## config.mk

```make
export PLATFORM = sky130hd
export DESIGN_NAME = operand_bypass_unit
export DESIGN_NICKNAME = d
export VERILOG_FILES = /design/src/rtl/operand_bypass_unit.sv
export SDC_FILE = /design/constraint.sdc
export NUM_CORES = 1
export LEC_CHECK = 0
export ABC_AREA = 1
export BUFFER_PORTS_ARGS = -buffer_cell sky130_fd_sc_hd__buf_4
export CAP_MARGIN = 20
export CELL_PAD_IN_SITES_DETAIL_PLACEMENT = 1
export CELL_PAD_IN_SITES_GLOBAL_PLACEMENT = 1
export CORE_UTILIZATION = 30
export CTS_CLUSTER_SIZE = 12
export DETAILED_ROUTE_END_ITERATION = 8
export PLACE_DENSITY_LB_ADDON = 0.1
export SETUP_SLACK_MARGIN = 0.15
export SLEW_MARGIN = 5
export SYNTH_ARGS = -nofsm -noshare
export SYNTH_HDL_FRONTEND = slang
export SYNTH_SLANG_ARGS = --single-unit
```

## constraint.sdc

```tcl
create_clock -name clk -period 2.5 [get_ports clk]
set_input_delay 0.5 -clock clk [delete_from_list [all_inputs] [get_ports clk]]
set_output_delay 0.5 -clock clk [all_outputs]
set_load 0.01 [all_outputs]
```

## src/rtl/operand_bypass_unit.sv

```systemverilog
// ID-stage operand generator: selects operands, bypasses pending GPR writes,
// detects load-use hazards and registers the result into a valid/ready slot.
module operand_bypass_unit #(
  parameter int unsigned DATA_WIDTH     = 32,
  parameter int unsigned ADDR_WIDTH     = 32,
  parameter int unsigned REG_ADDR_WIDTH = 5,
  parameter int unsigned FWD_CHANNELS   = 3,
  parameter int unsigned LINK_OFFSET    = 8
) (
  input  logic                                   clk,
  input  logic                                   rst,
  input  logic                                   in_valid,
  output logic                                   in_ready,
  input  logic [ADDR_WIDTH-1:0]                  in_addr,
  input  logic [1:0]                             src1_mode,
  input  logic [1:0]                             src2_mode,
  input  logic [15:0]                            imm,
  input  logic [REG_ADDR_WIDTH-1:0]              rs_addr,
  input  logic [REG_ADDR_WIDTH-1:0]              rt_addr,
  input  logic [DATA_WIDTH-1:0]                  reg_data_1,
  input  logic [DATA_WIDTH-1:0]                  reg_data_2,
  input  logic [DATA_WIDTH-1:0]                  cp_read_data,
  input  logic [FWD_CHANNELS-1:0]                fwd_valid,
  input  logic [FWD_CHANNELS-1:0]                fwd_load,
  input  logic [FWD_CHANNELS*REG_ADDR_WIDTH-1:0] fwd_reg_addr,
  input  logic [FWD_CHANNELS*DATA_WIDTH-1:0]     fwd_data,
  input  logic                                   flush,
  output logic                                   out_valid,
  input  logic                                   out_ready,
  output logic [DATA_WIDTH-1:0]                  operand_1,
  output logic [DATA_WIDTH-1:0]                  operand_2,
  output logic                                   hazard_stall,
  output logic [15:0]                            stall_cycles
);

  localparam logic [1:0] Src1Reg  = 2'd0;
  localparam logic [1:0] Src1Link = 2'd1;
  localparam logic [1:0] Src1Cp0  = 2'd2;
  localparam logic [1:0] Src1Zero = 2'd3;
  localparam logic [1:0] Src2Reg  = 2'd0;
  localparam logic [1:0] Src2Sext = 2'd1;
  localparam logic [1:0] Src2Zext = 2'd2;
  localparam logic [1:0] Src2Hi   = 2'd3;

  logic [ADDR_WIDTH-1:0] link_sum;
  logic [DATA_WIDTH-1:0] link_data;
  logic [DATA_WIDTH-1:0] sext_data;
  logic [DATA_WIDTH-1:0] zext_data;
  logic [DATA_WIDTH-1:0] hi_data;
  logic [DATA_WIDTH:0]   rs_res;
  logic [DATA_WIDTH:0]   rt_res;
  logic [DATA_WIDTH-1:0] op1_next;
  logic [DATA_WIDTH-1:0] op2_next;
  logic                  haz1;
  logic                  haz2;
  logic                  capture;

  assign link_sum  = in_addr + ADDR_WIDTH'(LINK_OFFSET);
  assign link_data = DATA_WIDTH'(link_sum);
  assign sext_data = DATA_WIDTH'($signed(imm));
  assign zext_data = DATA_WIDTH'(imm);
  assign hi_data   = DATA_WIDTH'({imm, 16'h0000});

  // Returns {hazard, data}; the first matching channel decides, even if it is a load.
  function automatic logic [DATA_WIDTH:0] resolve(input logic [REG_ADDR_WIDTH-1:0] idx,
                                                  input logic [DATA_WIDTH-1:0]     rf);
    logic                found;
    logic [DATA_WIDTH:0] res;
    found = 1'b0;
    res   = {1'b0, rf};
    if (idx != '0) begin
      for (int unsigned i = 0; i < FWD_CHANNELS; i++) begin
        if (!found && fwd_valid[i] &&
            fwd_reg_addr[i*REG_ADDR_WIDTH +: REG_ADDR_WIDTH] == idx) begin
          found = 1'b1;
          res   = fwd_load[i] ? {1'b1, rf} : {1'b0, fwd_data[i*DATA_WIDTH +: DATA_WIDTH]};
        end
      end
    end
    return res;
  endfunction

  always_comb begin
    rs_res   = resolve(rs_addr, reg_data_1);
    rt_res   = resolve(rt_addr, reg_data_2);
    op1_next = '0;
    op2_next = '0;
    haz1     = 1'b0;
    haz2     = 1'b0;
    case (src1_mode)
      Src1Reg: begin
        op1_next = rs_res[DATA_WIDTH-1:0];
        haz1     = rs_res[DATA_WIDTH];
      end
      Src1Link: op1_next = link_data;
      Src1Cp0:  op1_next = cp_read_data;
      Src1Zero: op1_next = '0;
      default:  op1_next = '0;
    endcase
    case (src2_mode)
      Src2Reg: begin
        op2_next = rt_res[DATA_WIDTH-1:0];
        haz2     = rt_res[DATA_WIDTH];
      end
      Src2Sext: op2_next = sext_data;
      Src2Zext: op2_next = zext_data;
      Src2Hi:   op2_next = hi_data;
      default:  op2_next = '0;
    endcase
  end

  assign hazard_stall = in_valid & (haz1 | haz2);
  assign in_ready     = (~out_valid | out_ready) & ~hazard_stall & ~flush;
  assign capture      = in_valid & in_ready;

  always_ff @(posedge clk or posedge rst) begin
    if (rst) begin
      out_valid    <= 1'b0;
      operand_1    <= '0;
      operand_2    <= '0;
      stall_cycles <= '0;
    end else begin
      if (flush) begin
        out_valid <= 1'b0;
      end else if (capture) begin
        out_valid <= 1'b1;
        operand_1 <= op1_next;
        operand_2 <= op2_next;
      end else if (out_valid && out_ready) begin
        out_valid <= 1'b0;
      end
      if (hazard_stall && stall_cycles != 16'hFFFF) begin
        stall_cycles <= stall_cycles + 16'd1;
      end
    end
  end

endmodule

```

==> results of run 1 <==
cells in the final DEF, fill, tap and decap left out, types with 3 or more instances in the layout:
master and n:
nand2_1 778, buf_4 406, nand3_1 225, inv_1 195
nor2_1 180, o21ai_0 156, a21oi_1 147, dfrtp_1 81
nand4_1 33, o21a_1 22, buf_12 21, inv_2 13
xor2_1 11, nor3_1 10, clkbuf_16 10, xnor2_1 8
nand3_2 7, nand2_2 5, nor4_1 5, a22o_1 4
nor2_2 4, nand3_4 3, nor2_4 3, o21ai_1 3
what timing repair did:
item	4_1_cts	5_1_grt
setup endpoints to repair	2	24
resized for setup	11	14
pin swaps	9	13
cloned	0	1
setup buffers	5	6
sequential cells by signal (all words and copies together) (netlist names):
register and flops:
out_valid 1, operand_1 32, stall_cycles 16, operand_2 32
synth_stat cells (4+ instances only):
library cell / number
dfrtp_1: 81
o21ai_0: 157
nor2_1: 184
nor4_1: 5
clkbuf_1: 58
xnor2_1: 8
nand3_1: 229
nand4_1: 33
xor2_1: 11
nor3_1: 10
inv_1: 199
buf_2: 52
nand3_2: 5
buf_4: 4
a21oi_1: 148
buf_1: 5
o21a_1: 22
inv_2: 11
a22o_1: 4
nand2_1: 782
where the power goes:
part	internal, mW	switching, mW
registers	1.52	0.171
logic	1.04	1.42
clock network	0.898	0.710
worst register-to-register path: stages (launching register included):
cell     delay (ns)
dfrtp_1        0.49
ha_1           0.26
nand3_1        0.15
inv_2          0.09
nand4_1        0.13
or3_1          0.41
nand3_2        0.28
nand2_1        0.12
nand2_1        0.09
layout make-up:
type	instances	area, µm²
fill	4931	20100
multi-input combinational	1629	7340
antenna	2	5.00
clock inverter	7	109
clock buffer	9	225
tap	455	569
inverter	211	801
sequential	81	2030
timing repair buffer	430	3520
path summary, 6_finish.rpt:
| path | endpoint | slack (ns) | depth (start not counted) |
|---|---|---|---|
| setup / recovery | in_ready | 0.04 | 10 |
| hold / removal | operand_2[5] | 0.25 | 3 |
| setup reg to reg | stall_cycles[12] | 0.41 | 8 |
| hold reg to reg | operand_1[21] | 0.48 | 2 |
| max in group asynchronous | operand_1[12] | 1.86 | 3 |
| min in group clk | out_valid | 0.33 | 2 |
metal layers:
metal  vias to the layer above  track usage [%]
li1                       7162                -
met1                      7239             42.7
met2                       568             50.9
met3                        87             5.87
met4                         2             11.7
met5                         -                0
cells by family (layout without fill, tap and decap cells):
kind of cell	after synthesis	after routing	synth area share, %
compound gates	345	345	17.2
fa+ha+maj	2	2	0.235
simple gates	1263	1263	49.3
buf+inv	332	657	12.6
other cells	0	2	0
xor+xnor	19	19	1.57
flops	81	81	19.1
per-stage QoR:
step / setup WS [ns] / instances
2_1_floorplan: 0.287 / 2042
3_3_place_gp: -0.0540 / 2794
3_5_place_dp: -0.0552 / 2794
4_1_cts: 0.0634 / 2815
5_1_grt: -0.00704 / 2823
6_report: 0.0374 / 2824
==> impl_results.html, run 1 <==
<table>
<tr><th>Metric</th><th>Value</th></tr>
<tr><th colspan="2">Setup path</th></tr>
<tr><td>First element of the critical path</td><td>rs_addr[2]</td></tr>
<tr><td>Most numerous cell on the critical path</td><td>buf_4</td></tr>
<tr><td>Setup Crit Path Kind</td><td>primary input to output port</td></tr>
<tr><td>Master of the slowest instance on the critical path</td><td>nand4_1</td></tr>
<tr><td>Data required time at the worst endpoint</td><td>2.00 ns</td></tr>
<tr><td>Worst reg2reg startpoint</td><td>stall_cycles[0]</td></tr>
<tr><td>Data arrival time at the worst-slack endpoint</td><td>1.96 ns</td></tr>
<tr><td>Cell family with most CP delay</td><td>simple AND/OR/NAND/NOR gates</td></tr>
<tr><td>Startpoint type of the worst setup path</td><td>primary input</td></tr>
<tr><td>Largest fanout on the critical path</td><td>5</td></tr>
<tr><td>Critical-path cell list</td><td>buf_8, clkinvlp_4, nand4_1, nand2_1, a21oi_4, nand3_4, a21boi_2, buf_4, nor2_1, buf_4</td></tr>
<tr><td>Largest stage delay, worst path</td><td>0.26 ns</td></tr>
<tr><td>Setup crit end kind</td><td>output port</td></tr>
<tr><td>Worst path buffer plus inverter count</td><td>4</td></tr>
<tr><th colspan="2">Synth</th></tr>
<tr><td>Post-Synthesis Cell Area</td><td>10600 µm²</td></tr>
<tr><td>Portion of synthesized cell area occupied by the leading cell type</td><td>27.6%</td></tr>
<tr><td>Share of async-settable or async-resettable flops after synthesis</td><td>100%</td></tr>
<tr><td>Number of warnings issued by yosys</td><td>0</td></tr>
<tr><td>EDFF count, synth</td><td>0</td></tr>
<tr><td>Library cell occupying the most area in the post-synthesis netlist</td><td>nand2_1</td></tr>
<tr><td>Mapped Avg Cell Area</td><td>5.21 µm²</td></tr>
<tr><td>Top post-synthesis cells by area</td><td>nand2_1 28%, dfrtp_1 19%, nand3_1 11%</td></tr>
<tr><td>Distinct cell type count after synthesis</td><td>46</td></tr>
<tr><td>Yosys reg bits</td><td>81</td></tr>
<tr><td>Synth Instances</td><td>2042</td></tr>
<tr><td>Sequential share of the synthesized area</td><td>19.1%</td></tr>
<tr><td>Number of nets in the synthesized netlist</td><td>2324</td></tr>
<tr><td>Most used DFF post-synth</td><td>dfrtp_1</td></tr>
<tr><th colspan="2">Clock tree</th></tr>
<tr><td>Master cell of the clock root buffer</td><td>clkbuf_16</td></tr>
<tr><td>Inserted Clock Buffers</td><td>9</td></tr>
<tr><td>Number of buffers between clock root and the deepest sink</td><td>2</td></tr>
<tr><td>Clk slew on worst S/H paths</td><td>0.08 ns</td></tr>
<tr><td>H-Tree Depth</td><td>3</td></tr>
<tr><td>Sink count of the clock tree</td><td>81</td></tr>
<tr><td>Clock tree from TritonCTS</td><td>done</td></tr>
<tr><td>Quantity of hold-fixing buffers added after cts</td><td>0</td></tr>
<tr><td>Worst skew pair latency</td><td>0.38 ns</td></tr>
<tr><th colspan="2">Power and ir drop</th></tr>
<tr><td>Leakage</td><td>8.12 nW</td></tr>
<tr><td>Max IR drop VDD</td><td>0.402 mV</td></tr>
<tr><td>Pwr per Cell Area</td><td>395 nW/µm²</td></tr>
<tr><td>Post-route total power</td><td>5.76 mW</td></tr>
<tr><th colspan="2">Detailed routing</th></tr>
<tr><td>Iteration count of the initial detailed-routing pass</td><td>5</td></tr>
<tr><td>DR iter-0 viols</td><td>979</td></tr>
<tr><td>Highest layer used for signal routing</td><td>met5</td></tr>
<tr><td>Met3 Wirelength</td><td>4190 µm</td></tr>
<tr><td>Remaining DRCs</td><td>0</td></tr>
<tr><td>Routed via count divided by cell count</td><td>5.33</td></tr>
<tr><td>Detail Route Antenna Nets</td><td>0</td></tr>
<tr><td>Routed vias</td><td>15058</td></tr>
<tr><td>Wire length on met2</td><td>26600 µm</td></tr>
<tr><td>Final routed wire length divided by cell count</td><td>20.7 µm</td></tr>
<tr><td>Sum of routed wire length over all layers</td><td>58400 µm</td></tr>
<tr><td>M1 WL</td><td>25600 µm</td></tr>
<tr><th colspan="2">GRT</th></tr>
<tr><td>Pin count of the biggest net entering global routing</td><td>84</td></tr>
<tr><td>Tot GR Track Use</td><td>31.9%</td></tr>
<tr><td>Initial antenna violation count</td><td>3</td></tr>
<tr><td>Via count of the first global-routing pass</td><td>15165</td></tr>
<tr><td>Sum of overflow across all layers after global routing</td><td>0</td></tr>
<tr><td>First-pass GRT wire length</td><td>88900 µm</td></tr>
<tr><th colspan="2">Place</th></tr>
<tr><td>DP Area</td><td>14100 µm²</td></tr>
<tr><td>Count of port buffers added during placement</td><td>362</td></tr>
<tr><td>Detail Placement HPWL</td><td>44800 µm</td></tr>
<tr><td>Placer congestion estimate</td><td>0.941</td></tr>
<tr><th colspan="2">STA</th></tr>
<tr><td>Worst hold slack</td><td>0.252 ns</td></tr>
<tr><td>Transition time at the pin with the least slew margin</td><td>1.03 ns</td></tr>
<tr><td>Top achievable clock speed</td><td>0.406 GHz</td></tr>
<tr><td>RSZ-0062 raised after global routing</td><td>true</td></tr>
<tr><td>Max Transition Viols Final</td><td>0</td></tr>
<tr><td>Number of failing setup endpoints in the final timing report</td><td>0</td></tr>
<tr><td>Period minus WS final</td><td>2.46 ns</td></tr>
<tr><td>Post-route fraction of the period consumed by the critical path</td><td>98.5%</td></tr>
<tr><td>Final clock skew</td><td>0.0101 ns</td></tr>
<tr><td>Final sum of negative setup slack</td><td>0 ns</td></tr>
<tr><td>Hold Vio Cnt, Final</td><td>0</td></tr>
<tr><td>Normalized max-slew margin</td><td>31.2%</td></tr>
<tr><th colspan="2">Floorplanning</th></tr>
<tr><td>Core ar.</td><td>34700 µm²</td></tr>
<tr><td>Full die area</td><td>36200 µm²</td></tr>
<tr><td>Chip Width</td><td>190 µm</td></tr>
<tr><td>I/O pin count</td><td>363</td></tr>
<tr><td>Height of the die</td><td>190 µm</td></tr>
<tr><td>Number of placement rows</td><td>68</td></tr>
<tr><td>Starting utilization of the core area</td><td>30.6%</td></tr>
<tr><th colspan="2">Cells and area</th></tr>
<tr><td>Layout Cell Area excl Fill</td><td>14600 µm²</td></tr>
<tr><td>Final-stage net count</td><td>2644</td></tr>
<tr><td>Fraction of final layout cells with drive strength greater than 1</td><td>20.7%</td></tr>
<tr><td>Fraction of the core area covered by cells at the end of the flow</td><td>42.1%</td></tr>
<tr><td>Area growth from synthesis to layout</td><td>37.3%</td></tr>
<tr><th colspan="2">Job</th></tr>
<tr><td>Max capacitance violation total</td><td>0</td></tr>
<tr><th colspan="2">Min path</th></tr>
<tr><td>Kind of path behind the tightest hold check</td><td>primary input to async pin</td></tr>
<tr><th colspan="2">Run status</th></tr>
<tr><td>Run status</td><td>completed</td></tr>
</table>
Note: power is estimated with default switching activity, not from simulation.
==> run 2: changes to the inputs <==
--- a/config.mk
+++ b/config.mk
@@ -10,6 +10,7 @@
 export CAP_MARGIN = 20
 export CELL_PAD_IN_SITES_DETAIL_PLACEMENT = 1
 export CELL_PAD_IN_SITES_GLOBAL_PLACEMENT = 1
+export CORE_ASPECT_RATIO = 1.2
 export CORE_UTILIZATION = 30
 export CTS_CLUSTER_SIZE = 12
 export DETAILED_ROUTE_END_ITERATION = 8
==> run 2 against run 1 <==
Against the previous run:
- combinational power grew 2%
- first-iteration DRC count shrank 4.6%
- core utilization is essentially flat
- maximum frequency grew 5.2%
==> impl_results.html, run 2 (synthesized netlist as in run 1, its figures left out) <==
<table>
<tr><th>Metric</th><th>Value</th></tr>
<tr><th colspan="2">Run status</th></tr>
<tr><td>Run status</td><td>completed (unchanged)</td></tr>
<tr><th colspan="2">STA</th></tr>
<tr><td>Transition time at the pin with the least slew margin</td><td>0.988 ns (was 1.03 ns)</td></tr>
<tr><td>Number of failing setup endpoints in the final timing report</td><td>0 (unchanged)</td></tr>
<tr><td>Period minus WS final</td><td>2.34 ns (was 2.46 ns)</td></tr>
<tr><td>Hold Vio Cnt, Final</td><td>0 (unchanged)</td></tr>
<tr><td>Post-route fraction of the period consumed by the critical path</td><td>93.7% (was 98.5%)</td></tr>
<tr><td>Max Transition Viols Final</td><td>0 (unchanged)</td></tr>
<tr><td>Top achievable clock speed</td><td>0.427 GHz (was 0.406 GHz)</td></tr>
<tr><td>RSZ-0062 raised after global routing</td><td>true (unchanged)</td></tr>
<tr><td>Setup slack of the critical path after layout</td><td>0.158 ns (was 0.0374 ns)</td></tr>
<tr><td>Normalized max-slew margin</td><td>33.9% (was 31.2%)</td></tr>
<tr><td>Final sum of negative setup slack</td><td>0 ns (unchanged)</td></tr>
<tr><td>Worst hold slack</td><td>0.252 ns (about the same)</td></tr>
<tr><td>Final clock skew</td><td>0.0196 ns (was 0.0101 ns)</td></tr>
<tr><th colspan="2">Cells and area</th></tr>
<tr><td>Area growth from synthesis to layout</td><td>38.1% (was 37.3%)</td></tr>
<tr><td>Non-filler cells in the finished layout</td><td>2831 (was 2824)</td></tr>
<tr><td>Layout Cell Area excl Fill</td><td>14700 µm² (was 14600 µm²)</td></tr>
<tr><td>Fraction of the core area covered by cells at the end of the flow</td><td>42.1% (about the same)</td></tr>
<tr><td>Most used cells in the layout excluding fill and tap cells</td><td>772 x nand2_1, 402 x buf_4, 225 x nand3_1, 190 x inv_1, 170 x nor2_1 (was 778 x nand2_1, 406 x buf_4, 225 x nand3_1, 195 x inv_1, 180 x nor2_1)</td></tr>
<tr><td>Largest registers</td><td>operand_1: 32 flops, operand_2: 32 flops, stall_cycles: 16 flops (unchanged)</td></tr>
<tr><td>Commonest non-fill, non-tap cell in the layout</td><td>nand2_1 (unchanged)</td></tr>
<tr><td>Fraction of final layout cells with drive strength greater than 1</td><td>21.6% (was 20.7%)</td></tr>
<tr><td>Final-stage net count</td><td>2646 (was 2644)</td></tr>
<tr><td>Count of fill cells added during filler insertion</td><td>4916 (was 4931)</td></tr>
<tr><th colspan="2">Clock tree</th></tr>
<tr><td>H-Tree Depth</td><td>3 (unchanged)</td></tr>
<tr><td>Number of buffers between clock root and the deepest sink</td><td>2 (unchanged)</td></tr>
<tr><td>Sink count of the clock tree</td><td>81 (unchanged)</td></tr>
<tr><td>Master cell of the clock root buffer</td><td>clkbuf_16 (unchanged)</td></tr>
<tr><td>Clock tree from TritonCTS</td><td>done (unchanged)</td></tr>
<tr><td>Worst skew pair latency</td><td>0.38 ns (about the same)</td></tr>
<tr><td>Quantity of hold-fixing buffers added after cts</td><td>0 (unchanged)</td></tr>
<tr><td>Clk slew on worst S/H paths</td><td>0.08 ns (about the same)</td></tr>
<tr><td>Inserted Clock Buffers</td><td>9 (unchanged)</td></tr>
<tr><th colspan="2">Setup path</th></tr>
<tr><td>Master of the slowest instance on the critical path</td><td>xor2_1 (was nand4_1)</td></tr>
<tr><td>Number of cells on the worst reg-to-reg path</td><td>8 (unchanged)</td></tr>
<tr><td>Setup Crit Path Kind</td><td>primary input to output port (unchanged)</td></tr>
<tr><td>Worst reg2reg startpoint</td><td>stall_cycles[1] (was stall_cycles[0])</td></tr>
<tr><td>Data arrival time at the worst-slack endpoint</td><td>1.84 ns (was 1.96 ns)</td></tr>
<tr><td>Startpoint type of the worst setup path</td><td>primary input (unchanged)</td></tr>
<tr><td>Largest fanout on the critical path</td><td>3 (was 5)</td></tr>
<tr><td>Worst reg-to-reg setup slack</td><td>0.41 ns (about the same)</td></tr>
<tr><td>Critical-path cell list</td><td>buf_8, xor2_1, nor2_1, nand2_1, nor2_4, nand2_1, nand3_2, nand3_2, a21boi_2, buf_4, nor2_2, buf_4 (was buf_8, clkinvlp_4, nand4_1, nand2_1, a21oi_4, nand3_4, a21boi_2, buf_4, nor2_1, buf_4)</td></tr>
<tr><td>Worst path buffer plus inverter count</td><td>3 (was 4)</td></tr>
<tr><td>Setup crit end kind</td><td>output port (unchanged)</td></tr>
<tr><td>Data required time at the worst endpoint</td><td>2.00 ns (about the same)</td></tr>
<tr><td>Number of logic stages on the critical path including buffering</td><td>12 (was 10)</td></tr>
<tr><td>Cell family with most CP delay</td><td>simple AND/OR/NAND/NOR gates (unchanged)</td></tr>
<tr><td>R2r endpoint</td><td>stall_cycles[8] (was stall_cycles[12])</td></tr>
<tr><td>Largest stage delay, worst path</td><td>0.15 ns (was 0.26 ns)</td></tr>
<tr><th colspan="2">Floorplanning</th></tr>
<tr><td>Height of the die</td><td>208 µm (was 190 µm)</td></tr>
<tr><td>I/O pin count</td><td>363 (unchanged)</td></tr>
<tr><td>Chip Width</td><td>174 µm (was 190 µm)</td></tr>
<tr><td>Core ar.</td><td>34900 µm² (was 34700 µm²)</td></tr>
<tr><td>Full die area</td><td>36200 µm² (about the same)</td></tr>
<tr><td>Number of placement rows</td><td>75 (was 68)</td></tr>
<tr><td>Starting utilization of the core area</td><td>30.5% (was 30.6%)</td></tr>
<tr><th colspan="2">Min path</th></tr>
<tr><td>Kind of path behind the tightest hold check</td><td>primary input to async pin (unchanged)</td></tr>
<tr><th colspan="2">Power and ir drop</th></tr>
<tr><td>Net switching component of the power</td><td>2.26 mW (was 2.31 mW)</td></tr>
<tr><td>Pwr per Cell Area</td><td>385 nW/µm² (was 395 nW/µm²)</td></tr>
<tr><td>Post-route total power</td><td>5.65 mW (was 5.76 mW)</td></tr>
<tr><td>Switching part of the total power</td><td>40.0% (about the same)</td></tr>
<tr><td>Max IR drop VDD</td><td>0.319 mV (was 0.402 mV)</td></tr>
<tr><td>Internal power consumption</td><td>3.39 mW (was 3.46 mW)</td></tr>
<tr><td>Clock group share of total power</td><td>26.0% (was 27.9%)</td></tr>
<tr><td>Leakage</td><td>8.12 nW (about the same)</td></tr>
<tr><td>Combinational share of power</td><td>44.4% (was 42.8%)</td></tr>
<tr><td>Fraction of power consumed by sequential logic</td><td>29.6% (was 29.3%)</td></tr>
<tr><th colspan="2">Detailed routing</th></tr>
<tr><td>DR iter-0 viols</td><td>934 (was 979)</td></tr>
<tr><td>Routed vias</td><td>15122 (was 15058)</td></tr>
<tr><td>Iteration count of the initial detailed-routing pass</td><td>5 (unchanged)</td></tr>
<tr><td>Detail Route Antenna Nets</td><td>0 (unchanged)</td></tr>
<tr><td>Remaining DRCs</td><td>0 (unchanged)</td></tr>
<tr><td>Final routed wire length divided by cell count</td><td>21.0 µm (was 20.7 µm)</td></tr>
<tr><td>Sum of routed wire length over all layers</td><td>59300 µm (was 58400 µm)</td></tr>
<tr><td>Routed via count divided by cell count</td><td>5.34 (was 5.33)</td></tr>
<tr><th colspan="2">GRT</th></tr>
<tr><td>Via count of the first global-routing pass</td><td>15393 (was 15165)</td></tr>
<tr><td>Initial antenna violation count</td><td>2 (was 3)</td></tr>
<tr><td>Tot GR Track Use</td><td>32.4% (was 31.9%)</td></tr>
<tr><td>Gr busiest metal</td><td>met2 (unchanged)</td></tr>
<tr><td>Met1 track demand over resource in global routing</td><td>40.3% (was 42.7%)</td></tr>
<tr><td>First-pass GRT wire length</td><td>90700 µm (was 88900 µm)</td></tr>
<tr><td>Met2 Usage GRT</td><td>55.2% (was 50.9%)</td></tr>
<tr><td>Routing usage on met3</td><td>4.90% (was 5.87%)</td></tr>
<tr><td>Pin count of the biggest net entering global routing</td><td>82 (was 84)</td></tr>
<tr><td>Sum of overflow across all layers after global routing</td><td>0 (unchanged)</td></tr>
<tr><th colspan="2">Place</th></tr>
<tr><td>Count of placed standard cells including taps</td><td>2810 (was 2794)</td></tr>
<tr><td>Place WS</td><td>-0.0594 ns (was -0.0552 ns)</td></tr>
<tr><td>DP Area</td><td>14200 µm² (was 14100 µm²)</td></tr>
<tr><td>Placer congestion estimate</td><td>0.963 (was 0.941)</td></tr>
<tr><td>Detail Placement HPWL</td><td>45500 µm (was 44800 µm)</td></tr>
<tr><td>Count of port buffers added during placement</td><td>362 (unchanged)</td></tr>
<tr><th colspan="2">Job</th></tr>
<tr><td>Max capacitance violation total</td><td>0 (unchanged)</td></tr>
</table>
## run 2: changes by cell type in the layout (fill, tap and decap cells not counted), moves of 2 or more
cell,before,now
nor2_2,4,12
nand2_2,5,11
buf_4,406,402
buf_6,1,5
inv_8,2,0
buf_12,21,24
inv_1,195,190
o21ai_0,156,152
inv_4,0,4
nand2_1,778,772
o21ai_2,0,2
nor2_1,180,170
o21ai_1,3,5
nor2_4,3,5
## run 2: repair_timing
item	4_1_cts	5_1_grt
buffers inserted	1	4
pin swaps	9	25
endpoints found under the setup margin	2	2
resized for setup	20	41
## run 2: worst max-delay path by stage
| stage | from | endpoint | slack, ns |
|---|---|---|---|
| 4_1_cts | rt_addr[1] | in_ready | 0.14 |
| 6_report | rt_addr[2] | in_ready | 0.16 |
| 2_1_floorplan | rs_addr[2] | in_ready | 0.29 |
| 5_1_grt | rt_addr[2] | in_ready | 0.06 |
| 3_5_place_dp | rs_addr[4] | in_ready | -0.06 |
| 3_3_place_gp | rs_addr[4] | in_ready | 0.03 |
## run 2: area by class of cell
type / count / area [µm²] / share of cell area [%]
antenna: 1 / 2.50 / 0.0170
clock inverter: 5 / 63.8 / 0.435
multi-input combinational: 1629 / 7390 / 50.4
sequential: 81 / 2030 / 13.8
inverter: 211 / 807 / 5.50
tap: 462 / 578 / 3.94
clock buffer: 10 / 239 / 1.63
timing repair buffer: 432 / 3570 / 24.3
## run 2: metal layers
metal / vias up / share of wire, %
met5: - / 0.019
met4: 2 / 3.9
met3: 108 / 6.3
met2: 524 / 48
met1: 7310 / 42
li1: 7178 / -
## run 2: tightest hold or removal path, stage by stage
cell,delay (ns)
buf_4,0.12
clkinvlp_4,0.07
buf_12,0.38
## run 2: power groups by stage
stage                     Clock (mW)  Sequential [mW]  Combinational [mW]
after floorplan                    0             1.76                1.06
after global placement             0             1.70                2.42
after detailed placement           0             1.69                2.46
after CTS                       1.51             1.67                2.49
after global routing            1.53             1.70                2.75
final                           1.47             1.67                2.51
